--- config.mk ---
export PLATFORM = sky130hd
export DESIGN_NAME = nlm_cfg_master
export DESIGN_NICKNAME = d
export VERILOG_FILES = /design/src/rtl/nlm_cfg_pkg.sv /design/src/rtl/nlm_cfg_prio_enc.sv /design/src/rtl/nlm_cfg_master.sv
export SDC_FILE = /design/constraint.sdc
export NUM_CORES = 1
export LEC_CHECK = 0
export CORE_MARGIN = 2
export CORE_UTILIZATION = 59
export DETAILED_ROUTE_END_ITERATION = 12
export GPL_TIMING_DRIVEN = 0
export PLACE_DENSITY_LB_ADDON = 0.12
export REMOVE_ABC_BUFFERS = 1
export SLEW_MARGIN = 20
export SYNTH_ARGS = -nofsm -noshare
export SYNTH_HDL_FRONTEND = slang
export SYNTH_SLANG_ARGS = --single-unit
--- constraint.sdc ---
create_clock -name clk -period 3.1 [get_ports clk]
set_clock_uncertainty 0.15 [all_clocks]
set_input_delay 0.465 -clock clk [delete_from_list [all_inputs] [get_ports clk]]
set_output_delay 0.465 -clock clk [all_outputs]
set_load 0.01 [all_outputs]
--- src/rtl/nlm_cfg_pkg.sv ---
// Shared constants, reset defaults and FSM state type for the NLM config master.
package nlm_cfg_pkg;

    localparam int ADDR_WIDTH = 3;
    localparam int CFG_WIDTH  = 16;
    localparam int CFG_DEPTH  = 2 ** ADDR_WIDTH;

    // Index 0 is the rightmost element.
    localparam logic [CFG_DEPTH-1:0][CFG_WIDTH-1:0] NLM_CFG_DEFAULT = {
        16'h0000, 16'h0000, 16'h0000, 16'h0000,
        16'h0000, 16'h0002, 16'h0005, 16'h0040
    };

    typedef enum logic [1:0] {
        IDLE  = 2'd0,
        ARMED = 2'd1,
        SEND  = 2'd2
    } cfg_state_e;

endpackage

--- src/rtl/nlm_cfg_prio_enc.sv ---
// Lowest-set-bit encoder over the dirty vector; purely combinational.
module nlm_cfg_prio_enc #(
    parameter int W = 3
) (
    input  logic [2**W-1:0] vec_i,
    output logic [W-1:0]    idx_o,
    output logic            any_o
);

    always_comb begin
        idx_o = '0;
        any_o = |vec_i;
        // Descending scan so the lowest set bit is the last assignment.
        for (int i = 2 ** W - 1; i >= 0; i--) begin
            if (vec_i[i]) idx_o = W'(i);
        end
    end

endmodule

--- src/rtl/nlm_cfg_master.sv ---
// Shadow config bank that flushes dirty entries to the NLM block at frame start.
// Optional host readback port enabled by defining NLM_CFG_READBACK_EN.
module nlm_cfg_master
    import nlm_cfg_pkg::*;
#(
    parameter int ADDR_WIDTH = nlm_cfg_pkg::ADDR_WIDTH,
    parameter int CFG_WIDTH  = nlm_cfg_pkg::CFG_WIDTH
) (
    input  logic                  clk,
    input  logic                  rst,
    input  logic                  host_wr_i,
    input  logic [ADDR_WIDTH-1:0] host_addr_i,
    input  logic [CFG_WIDTH-1:0]  host_data_i,
    output logic                  host_ready_o,
    input  logic                  commit_i,
    input  logic                  frame_sync_i,
    output logic [ADDR_WIDTH-1:0] config_addr_o,
    output logic [CFG_WIDTH-1:0]  config_data_o,
    output logic                  config_en,
    output logic                  busy_o,
`ifdef NLM_CFG_READBACK_EN
    input  logic [ADDR_WIDTH-1:0] host_raddr_i,
    output logic [CFG_WIDTH-1:0]  host_rdata_o,
`endif
    output logic                  done_o
);

    localparam int DEPTH = 2 ** ADDR_WIDTH;

    cfg_state_e            state_q, state_d;
    logic [CFG_WIDTH-1:0]  shadow_q [DEPTH];
    logic [CFG_WIDTH-1:0]  shadow_d [DEPTH];
    logic [DEPTH-1:0]      dirty_q, dirty_d, dirty_w;
    logic                  recommit_q, recommit_d;
    logic [ADDR_WIDTH-1:0] cfg_addr_q, cfg_addr_d;
    logic [CFG_WIDTH-1:0]  cfg_data_q, cfg_data_d;
    logic                  cfg_en_q, cfg_en_d;
    logic                  done_q, done_d;
    logic                  busy_q, busy_d;
    logic                  ready_q, ready_d;
    logic                  host_acc;
    logic                  issue;
    logic [ADDR_WIDTH-1:0] pick_idx;
    logic                  pick_any;

    // Picks from the post-write dirty view so a write landing on the
    // frame-start edge is part of the flush it triggers.
    nlm_cfg_prio_enc #(.W(ADDR_WIDTH)) u_prio (
        .vec_i (dirty_w),
        .idx_o (pick_idx),
        .any_o (pick_any)
    );

    always_comb begin
        host_acc = host_wr_i && ready_q;
        dirty_w  = dirty_q;
        shadow_d = shadow_q;
        if (host_acc) begin
            dirty_w[host_addr_i]  = 1'b1;
            shadow_d[host_addr_i] = host_data_i;
        end

        state_d    = state_q;
        dirty_d    = dirty_w;
        recommit_d = recommit_q;
        cfg_en_d   = 1'b0;
        cfg_addr_d = cfg_addr_q;
        cfg_data_d = cfg_data_q;
        done_d     = 1'b0;
        issue      = 1'b0;

        case (state_q)
            IDLE: begin
                if (commit_i) state_d = ARMED;
            end
            ARMED: begin
                if (frame_sync_i) begin
                    if (pick_any) begin
                        issue   = 1'b1;
                        state_d = SEND;
                    end else begin
                        done_d  = 1'b1;
                        state_d = IDLE;
                    end
                end
            end
            SEND: begin
                recommit_d = recommit_q | commit_i;
                if (pick_any) begin
                    issue = 1'b1;
                end else begin
                    done_d     = 1'b1;
                    state_d    = (recommit_q | commit_i) ? ARMED : IDLE;
                    recommit_d = 1'b0;
                end
            end
            default: state_d = IDLE;
        endcase

        if (issue) begin
            cfg_en_d          = 1'b1;
            cfg_addr_d        = pick_idx;
            cfg_data_d        = shadow_d[pick_idx];
            dirty_d[pick_idx] = 1'b0;
        end

        busy_d  = (state_d != IDLE);
        // Host stays locked out through the done cycle.
        ready_d = (state_d != SEND) && !done_d;
    end

    always_ff @(posedge clk) begin
        if (rst) begin
            state_q    <= ARMED;
            dirty_q    <= '1;
            recommit_q <= 1'b0;
            cfg_en_q   <= 1'b0;
            cfg_addr_q <= '0;
            cfg_data_q <= '0;
            done_q     <= 1'b0;
            busy_q     <= 1'b0;
            ready_q    <= 1'b0;
            for (int i = 0; i < DEPTH; i++) shadow_q[i] <= CFG_WIDTH'(NLM_CFG_DEFAULT[i]);
        end else begin
            state_q    <= state_d;
            dirty_q    <= dirty_d;
            recommit_q <= recommit_d;
            cfg_en_q   <= cfg_en_d;
            cfg_addr_q <= cfg_addr_d;
            cfg_data_q <= cfg_data_d;
            done_q     <= done_d;
            busy_q     <= busy_d;
            ready_q    <= ready_d;
            for (int i = 0; i < DEPTH; i++) shadow_q[i] <= shadow_d[i];
        end
    end

`ifdef NLM_CFG_READBACK_EN
    logic [CFG_WIDTH-1:0] rdata_q, rdata_d;

    always_comb rdata_d = shadow_q[host_raddr_i];

    always_ff @(posedge clk) begin
        if (rst) rdata_q <= '0;
        else     rdata_q <= rdata_d;
    end

    assign host_rdata_o = rdata_q;
`else
    // No read port: the shadow bank is write-only from the host side.
`endif

    assign host_ready_o  = ready_q;
    assign config_addr_o = cfg_addr_q;
    assign config_data_o = cfg_data_q;
    assign config_en     = cfg_en_q;
    assign busy_o        = busy_q;
    assign done_o        = done_q;

endmodule

# ---- After elaboration in Yosys (flattened, before gate mapping)
# Index checks and enable logic that the tools add are counted.
dict set report word_totals {
  reg_bits 162
  in_bits 24
}
dict set report op_classes {
  magnitude_cmp 7
  n_eq_ne 3
  n_mux 35
  bitwise 6
  n_reduce_logical 9
}
# operator count
set op_table {}
lappend op_table {{bitwise mux 128 bit} 1}
lappend op_table {{two-way mux 128 bit} 1}
lappend op_table {{binary-select mux 16 bit (select 3 bit)} 1}
lappend op_table {{demux 16 bit (select 3 bit)} 1}
lappend op_table {{two-way mux 16 bit} 3}
lappend op_table {{two-way mux 3 bit} 8}
lappend op_table {{two-way mux 8 bit} 2}
lappend op_table {{two-way mux 1 bit} 9}
lappend op_table {{bitwise AND 8 bit} 1}
lappend op_table {{>= comparator 4 bit, second input constant} 2}
lappend op_table {{less-than comparator 3 x 4 -> 1 bit, second input constant} 2}
lappend op_table {{two-way mux 2 bit} 4}
lappend op_table {{inverter 3 -> 4 bit} 2}
lappend op_table {{inverter 8 bit} 1}
lappend op_table {{OR 8 bit} 1}
lappend op_table {{OR reduction 8 bit} 1}
lappend op_table {{demux 1 bit (select 3 bit)} 2}
lappend op_table {{>= comparator 3 x 1 -> 1 bit, second input constant} 2}
lappend op_table {{one-hot mux 2 bit (3 select lines)} 1}
lappend op_table {{logical AND 1 bit} 5}
lappend op_table {{less-than comparator 4 x 1 -> 1 bit, second input constant} 1}
lappend op_table {{one-hot mux 1 bit (2 select lines)} 2}
lappend op_table {{equality test 2 x 1 -> 1 bit, second input constant} 1}
lappend op_table {{equality test 2 bit, second input constant} 1}
lappend op_table {{other kinds (5)} 5}

# ---- Longest topological paths before layout
# Gate-level depths: netlist (run 1).
dict set report logic_depth {
  word_depth 21
  mapped_depth 9
  depth_no_buf 8
}

# ---- Cells and area by module
# A second synthesis (run 1) with hierarchy kept.
dict set report unflattened {
  hier_cells 817
  area_unflattened_um2 7393.3
}
# mod n_inst cells_each area_each_um2 seq_area_each_um2
set modules_own_cells {}
lappend modules_own_cells {nlm_cfg_master 1 804 7312.0 3243.1}
lappend modules_own_cells {nlm_cfg_prio_enc 1 13 81.3 0.0}

# ---- Least setup slack after synthesis (run 1)
# Ideal clock, no wire load.
dict set report synth_path {
  path_type {input-to-reg}
  start {input host_addr_i[2]}
  end {register cfg_data_q[5], in the netlist config_data_o[5]}
  setup_time_ns 0.143
  arrival_ns 2.115
  path_slack_ns 0.692
  stages 8
  n_path_buf 2
  cell_sequence {buf_2 nand2b_1 o21ba_2 o21ai_2 a311o_1 buf_4 a2111oi_2 a2111oi_2}
}
dict set report synth_between {
  elab_chain_len 18
  elab_cells_between_ends 31
  cone_classes {order compare (4); mux (21); bitwise (3); reduce/logical (3)}
}
# element line_no
set synth_rtl {}
lappend synth_rtl {{from (decl)} nlm_cfg_master.sv:12} ;# input logic [ADDR_WIDTH-1:0] host_addr_i,
lappend synth_rtl {{less-than comparator 3 x 4 -> 1 bit (not written as such) / >= comparator 3 x 1 -> 1 bit (equally long branches)} nlm_cfg_master.sv:59} ;# dirty_w[host_addr_i] = 1'b1;
lappend synth_rtl {{logical AND 1 bit (not written as such)} nlm_cfg_master.sv:59}
lappend synth_rtl {{two-way mux 1 bit (not written as such)} nlm_cfg_master.sv:59}
lappend synth_rtl {{demux 1 bit (select 3 bit)} nlm_cfg_master.sv:59}
lappend synth_rtl {{OR 8 bit (no line)} --}
lappend synth_rtl {{two-way mux 8 bit} nlm_cfg_master.sv:58} ;# if (host_acc) begin
lappend synth_rtl {{two-way mux 3 bit (8 in a row)} nlm_cfg_prio_enc.sv:15} ;# if (vec_i[i]) idx_o = W'(i);
lappend synth_rtl {{inverter 3 -> 4 bit (not written as such)} nlm_cfg_master.sv:103} ;# cfg_data_d = shadow_d[pick_idx];
lappend synth_rtl {{binary-select mux 16 bit (select 3 bit)} nlm_cfg_master.sv:103}
lappend synth_rtl {{two-way mux 16 bit (not written as such) (2 in a row)} nlm_cfg_master.sv:103}
lappend synth_rtl {{to (signal assigned)} nlm_cfg_master.sv:130} ;# cfg_data_q <= cfg_data_d;
lappend synth_rtl {{to (decl)} nlm_cfg_master.sv:36} ;# logic [CFG_WIDTH-1:0] cfg_data_q, cfg_data_d;
# Parallel ways exist; a longest one is shown, timed or not. The select of a mux whose other input is x is not followed.
# A chain may end at the register's enable or synchronous reset.

# ---- Final worst setup path (run 1)
dict set report layout_path {
  start {input host_addr_i[2]}
  end {register cfg_data_q[3], in the netlist config_data_o[3]}
}
# The elaborated chain is that of the path after synthesis.

==> impl_metrics.toml, run 1 <==
[place]
routabilityCongestion = 0.8598
port-buffer-count = 46
hpwl_mm = 10.32

[clock_network]
clock_latency_ns = 0.41
clk_pin_slew_ns = 0.06
htreeDepth = 4
cts.sinks = 162
cts_tree = "built"
cts_buffer_depth = 2
ctsHoldBuffers = 0
cts-buffers-inserted = 17
cts-root-buf = "clkbuf_16"

[route]
ant_nets = 0
vias = 5561
first_iter_violations = 532
drc = 0
dr.pass1.iters = 5
viasPerCell = 6.227
routed_wirelength_mm = 17.76
wl_per_cell_um = 19.89

[global_routing]
antenna_found_initial = 0
grt_pass1_vias = 5469
grt_overflow = 0
grt_max_degree = 98
grt_pass1_wl_mm = 28.04
grt_use_total = 0.2796

[timing]
period_share = 0.9528
worst_pin_slew_ns = 0.8981
rsz0062_at_grt = "no"
relSlewSlack = 0.3998
max_freq_ghz = 0.3386
maxSlewViolCount = 0
period_minus_slack_ns = 2.954
setup_viol = 0
hold_viol = 0
hold_slack_ns = 0.3070
setup-tns-final_ns = 0

[pwr]
intPower_mw = 3.574
powerDensity_mw_per_mm2 = 591.7
p_switching_mw = 1.299
p_leak_nw = 2.877
p_sw_frac = 0.2666
clockPowerShare = 0.381
power_frac_seq = 0.454
p_comb_frac = 0.164
ir_worst_vdd_mv = 0.5141

[yosys]
synth_cell_types = 50
synth_ff_type = "dfxtp_1"
yosys_warnings = 0
async_flop_share = 0
yosysTopAreaCellShare = 0.4588
synth_area_leader_cell = "dfxtp_1"
syn-instance-count = 721
ys_top_cells_by_area = "dfxtp_1 (46%), mux2i_1 (18%), nor2_1 (8.2%)"
seq_area_frac_synth = 0.4588
synth-seq-cells = 162
syn-cell-area_sq_mm = 0.007068
avgSynthCellArea_sq_um = 9.803
synth_edf_count = 0

[setup_path]
arrival_ns = 3.10
worstSetupPathType = "in2reg"
cp-end-kind = "flop"
critPathMaxFanout = 12
crit_required_ns = 3.25
cp-start-kind = "primary input"

[cells_and_area]
n_antenna_cell = 0
final_util = 0.7121
drive_gt1_frac = 0.1333
area_growth_syn_to_layout_pct = 16.52
fin_nets = 765

[flow_run]
drv_cap = 0

[die]
start_util = 0.6112
placementRows = 39
die_w_um = 113.5
io_pins = 47
core_region_area_sq_mm = 0.01156
die_area_sq_mm = 0.01287
die_y_um = 113.5

[run_status]
outcome = "finished, final reports clean"

[hold_path]
hp-class = "reg2reg"
critical path, stage by stage:
cell and delay [ns]:
clkdlybuf4s50_1 0.61, or2b_1 0.46, nor2_8 0.08, o311ai_2 0.43, a311o_2 0.54, a2111oi_2 0.14
a2111oi_1 0.38
registers in the layout, summed over array words and instances (netlist names):
signal         count
dirty_q            8
shadow_q         128
done_o             1
config_data_o     16
config_addr_o      3
busy_o             1
recommit_q         1
config_en          1
state_q            2
host_ready_o       1
layout make-up:
class,instances,area (sq um)
Clock buffer,23,467.9
Clock inverter,9,57.56
Fill cell,870,3329
Inverter,4,15.01
Multi-Input combinational cell,487,3552
Sequential cell,162,3243
Tap cell,143,178.9
Timing Repair Buffer,65,720.7
what timing repair did:
action	4_1_cts	5_1_grt
resized for setup	0	2
buffers inserted	5	3
hold endpoints to repair	0	0
cloned	0	1
pin swaps	4	2
setup endpoints to repair	17	16
synthesized netlist by cell type, drive strengths merged, types with 4 or more instances:
cell and n:
dfxtp 162, nor2 161, mux2i 128, o22ai 64, clkbuf 51, a2111oi 32
nor3 24, buf 18, a21oi 13, nand2b 9, nand2 7, o21bai 7
a211oi 4, ha 4, inv 4, o21ai 4
cells by family (layout without fill, tap and decap cells):
kind of cell | count (synthesis) | after routing | share of synthesized area
fa+ha+maj | 4 | 4 | 0.007081
compound gates | 136 | 137 | 0.1609
buf+inv | 73 | 101 | 0.04726
mux | 128 | 128 | 0.1813
simple gates | 218 | 218 | 0.1446
flops | 162 | 162 | 0.4588
worst paths after layout:
path,startpoint,endpoint,slack [ns],depth (start not counted)
setup / recovery,host_addr_i[2],config_data_o[3]$_SDFFE_PP0P_,0.15,7
hold / removal,config_addr_o[0]$_SDFFE_PP0P_,config_addr_o[0]$_SDFFE_PP0P_,0.31,2
setup reg to reg,state_q[1]$_SDFF_PP0_,config_data_o[15]$_SDFFE_PP0P_,0.27,7
hold reg to reg,config_addr_o[0]$_SDFFE_PP0P_,config_addr_o[0]$_SDFFE_PP0P_,0.31,2
per-layer routing:
layer	vias up	track usage	wire length, um
met5	-	0	0
met2	203	0.4535	8251
met4	0	0.09593	315
met3	24	0.06536	1311
met1	2700	0.3697	7880
li1	2634	-	-
stage by stage:
step	instances	setup WS (ns)	total power, mW	cell area (sq um)
floorplan	652	-1.234	2.679	6749
global placement	841	-4.486	2.980	7388
detailed placement	852	-0.6990	3.034	7611
CTS	889	0.001214	4.874	8174
global route	893	0.006806	5.048	8235
finish	893	0.1463	4.873	8235
layout by cell type, fill, tap and decap left out, drive strengths merged, types with 3 or more instances in the layout:
cell type and instances:
o21ai 4, ha 4, mux2i 128, nand2b 9, buf 20, dfxtp 162
nor3 24, nor2 161, nand2 7, o21bai 7, clkdlybuf4s50 45, a311o 3
clkbuf 23, a2111oi 32, a211oi 4, o22ai 64, inv 5, a21oi 13
clkinv 6
power groups by stage:
stage / Sequential (mW) / Clock (mW) / Combinational (mW)
after floorplan: 2.27 / 0 / 0.406
after global placement: 2.25 / 0 / 0.725
after detailed placement: 2.26 / 0 / 0.775
after CTS: 2.21 / 1.88 / 0.781
after global routing: 2.22 / 1.97 / 0.858
final: 2.21 / 1.86 / 0.800
(Power assumes the default switching activity.)
==> inputs of run 2 (changes only) <==
Settings changed: ABC_AREA set to 1, SLEW_MARGIN 20 to 5.
==> run 2 against run 1 <==
The run now ends with negative setup slack left. Register-to-register slack worse by 0.05 ns. Critical endpoint is now dirty_q[1]$_SDFF_PP1_. Sequential cell count unchanged. Routed wire length rose by 11%. Global-route usage is 2.2 points higher.
==> impl_metrics.toml, run 2 <==
[run_status]
outcome = "finished, violations left"
violations = "negative setup slack"

[cells_and_area]
largest_register_ffs = 128
drive_gt1_frac = 0.09663
nFillCells = 1015
multiInputGateArea_sq_mm = 0.003638
most-common-layout-cells = "nor2_1 (300), dfxtp_1 (162), nand2_1 (134), inv_1 (84), a21oi_1 (82)"
largest-register = "shadow_q"
layout.area.seq_sq_mm = 0.003243
fin_nets = 1112
area_growth_syn_to_layout_pct = 19.53
design_area_sq_mm = 0.008753
mostFrequentLayoutCell = "nor2_1"
n_antenna_cell = 0
stdcell_count = 1265

[global_routing]
grt_pass1_wl_mm = 30.88
grt_util_met1 = 0.3944
grt_use_met3 = 0.05492
grt_use_total = 0.3018
top_usage_layer = "met2"
use_met2 = 0.4986
grt_pass1_vias = 6113
grt_max_degree = 74
grt_overflow = 0
antenna_found_initial = 0

[clock_network]
cts-buffers-inserted = 17
clk_pin_slew_ns = 0.06
htreeDepth = 4
clock_latency_ns = 0.43
cts.sinks = 162
cts_buffer_depth = 2
cts_tree = "built"
cts-root-buf = "clkbuf_16"

[setup_path]
crit_required_ns = 3.18
r2r_start = "host_ready_o$_SDFF_PP0_"
worstSetupPathType = "in2reg"
cp-end-kind = "flop"
crit_start = "host_addr_i[1]"
arrival_ns = 3.19
ff2ff_setup_slack_ns = 0.22
cp-start-kind = "primary input"
reg2reg_depth = 12
timing.rr.end = "dirty_q[1]$_SDFF_PP1_"
crit_end = "dirty_q[1]$_SDFF_PP1_"
critPathMaxFanout = 21

[yosys]
ys_top_cells_by_area = "dfxtp_1 (44%), nor2_1 (15%), nand2_1 (7.2%)"
synth_area_leader_cell = "dfxtp_1"
avgSynthCellArea_sq_um = 6.883
synth_cell_types = 32
synth-seq-cells = 162
syn-cell-area_sq_mm = 0.007323
synth.most_common_cell = "nor2_1"
syn-instance-count = 1064
seq_area_frac_synth = 0.4428
synthTopCellsByCount = "nor2_1 (302), dfxtp_1 (162), nand2_1 (140), inv_1 (84), a21oi_1 (82)"
yosys_warnings = 0
async_flop_share = 0
synth_ff_type = "dfxtp_1"
synth_edf_count = 0
yosysTopAreaCellShare = 0.4428

[route]
ant_nets = 0
routed_wirelength_mm = 19.66
vias = 6826
drc = 0
first_iter_violations = 653
wl_per_cell_um = 15.54
dr.pass1.iters = 7
viasPerCell = 5.396

[timing]
max_freq_ghz = 0.3210
maxSlewViolCount = 0
hold_viol = 0
period_share = 1.005
period_minus_slack_ns = 3.115
setup_ws_ns = -0.01505
setup_viol = 1
rsz0062_at_grt = "yes"
worst_pin_slew_ns = 0.6852
relSlewSlack = 0.5427

[place]
place_area_sq_mm = 0.007804
routabilityCongestion = 0.7983
hpwl_mm = 9.910
dp_cells = 1221
port-buffer-count = 46

[die]
die_y_um = 115.4
die_w_um = 115.4
core_region_area_sq_mm = 0.01206
die_area_sq_mm = 0.01332
placementRows = 40
start_util = 0.6072
io_pins = 47

[flow_run]
drv_cap = 0

[pwr]
p_leak_nw = 3.558
ir_worst_vdd_mv = 0.3587
powerDensity_mw_per_mm2 = 629.6

[hold_path]
hp-class = "reg2reg"
==> run 2: cell types whose count changed in the layout (fill, tap and decap cells not counted), moves of 42 or more <==
cell	previous run	this run
inv_1	4	84
mux2i_1	128	0
nand3_1	1	43
o22ai_1	64	2
o21ai_0	2	58
nand2_1	6	134
a21oi_1	13	82
nor2_1	153	300
==> run 2: worst min-delay path by stage <==
stage          cells after the start  slack [ns]                  endpoint                      from
6_report                           2        0.30   shadow_q[96]$_SDFF_PP1_   shadow_q[96]$_SDFF_PP1_
5_1_grt                            2        0.31   shadow_q[81]$_SDFF_PP1_   shadow_q[81]$_SDFF_PP1_
4_1_cts                            2        0.30   shadow_q[81]$_SDFF_PP1_   shadow_q[81]$_SDFF_PP1_
3_5_place_dp                       2        0.28  shadow_q[118]$_SDFF_PP1_  shadow_q[118]$_SDFF_PP1_
3_3_place_gp                       2        0.27   shadow_q[81]$_SDFF_PP1_   shadow_q[81]$_SDFF_PP1_
2_1_floorplan                      2        0.26   shadow_q[81]$_SDFF_PP1_   shadow_q[81]$_SDFF_PP1_
==> run 2: timing repair <==
item / 4_1_cts / 5_1_grt
cloned: 2 / 0
gates resized for setup: 15 / 13
hold buffers: 0 / 0
pin swaps: 3 / 3
hold endpoints to repair: 0 / 0
endpoints found under the setup margin: 33 / 22
buffers inserted: 2 / 8
==> run 2: power breakdown <==
part           total, mW  switching [mW]  internal, mW
Clock               2.42           0.866          1.55
Combinational      0.862           0.519         0.344
Sequential          2.23          0.0455          2.19
==> run 2: logic make-up after synthesis <==
family / after synthesis / share of synthesized area
buf+inv: 151 / 0.08150
fa+ha+maj: 4 / 0.006834
simple gates: 568 / 0.3337
flops: 162 / 0.4428
compound gates: 179 / 0.1351
==> run 2: area by class of cell <==
cell class,instances,area share
Clock buffer,19,0.05174
Multi-Input combinational cell,753,0.4157
Tap cell,168,0.02401
Sequential cell,162,0.3705
Timing Repair Buffer,58,0.07190
Clock inverter,13,0.02616
Inverter,92,0.04002
==> run 2: metrics by stage <==
stage                     hold WS (ns)  power, mW  utilization   TNS, ns  setup slack (ns)
final                           0.3008      5.511       0.7257  -0.01505          -0.01505
after CTS                       0.2999      5.438       0.7114         0           0.05103
after floorplan                 0.2637      2.701            -  -0.01948          -0.01948
after global routing            0.3149      5.703       0.7257   -0.1950           -0.1207
after global placement          0.2725      3.018       0.6419   -375.76            -4.129
after detailed placement        0.2830      3.034       0.6470    -39.05            -1.674
==> run 2: routing by layer <==
layer	share of wire	wire length, um
met2	0.47	9317
met1	0.42	8324
met4	0.028	549
met3	0.074	1464
met5	0	0
==> run 2: worst max-delay path, stage by stage <==
cell and delay, ns:
clkdlybuf4s50_1 0.62, nand2_1 0.18, nor2_4 0.35, buf_16 0.21
nor2_1 0.08, nand2_1 0.08, nand2_1 0.05, nand2_1 0.14
nand2_2 0.20, inv_4 0.27, nand2_1 0.19, nor2_1 0.17
o21ai_0 0.17
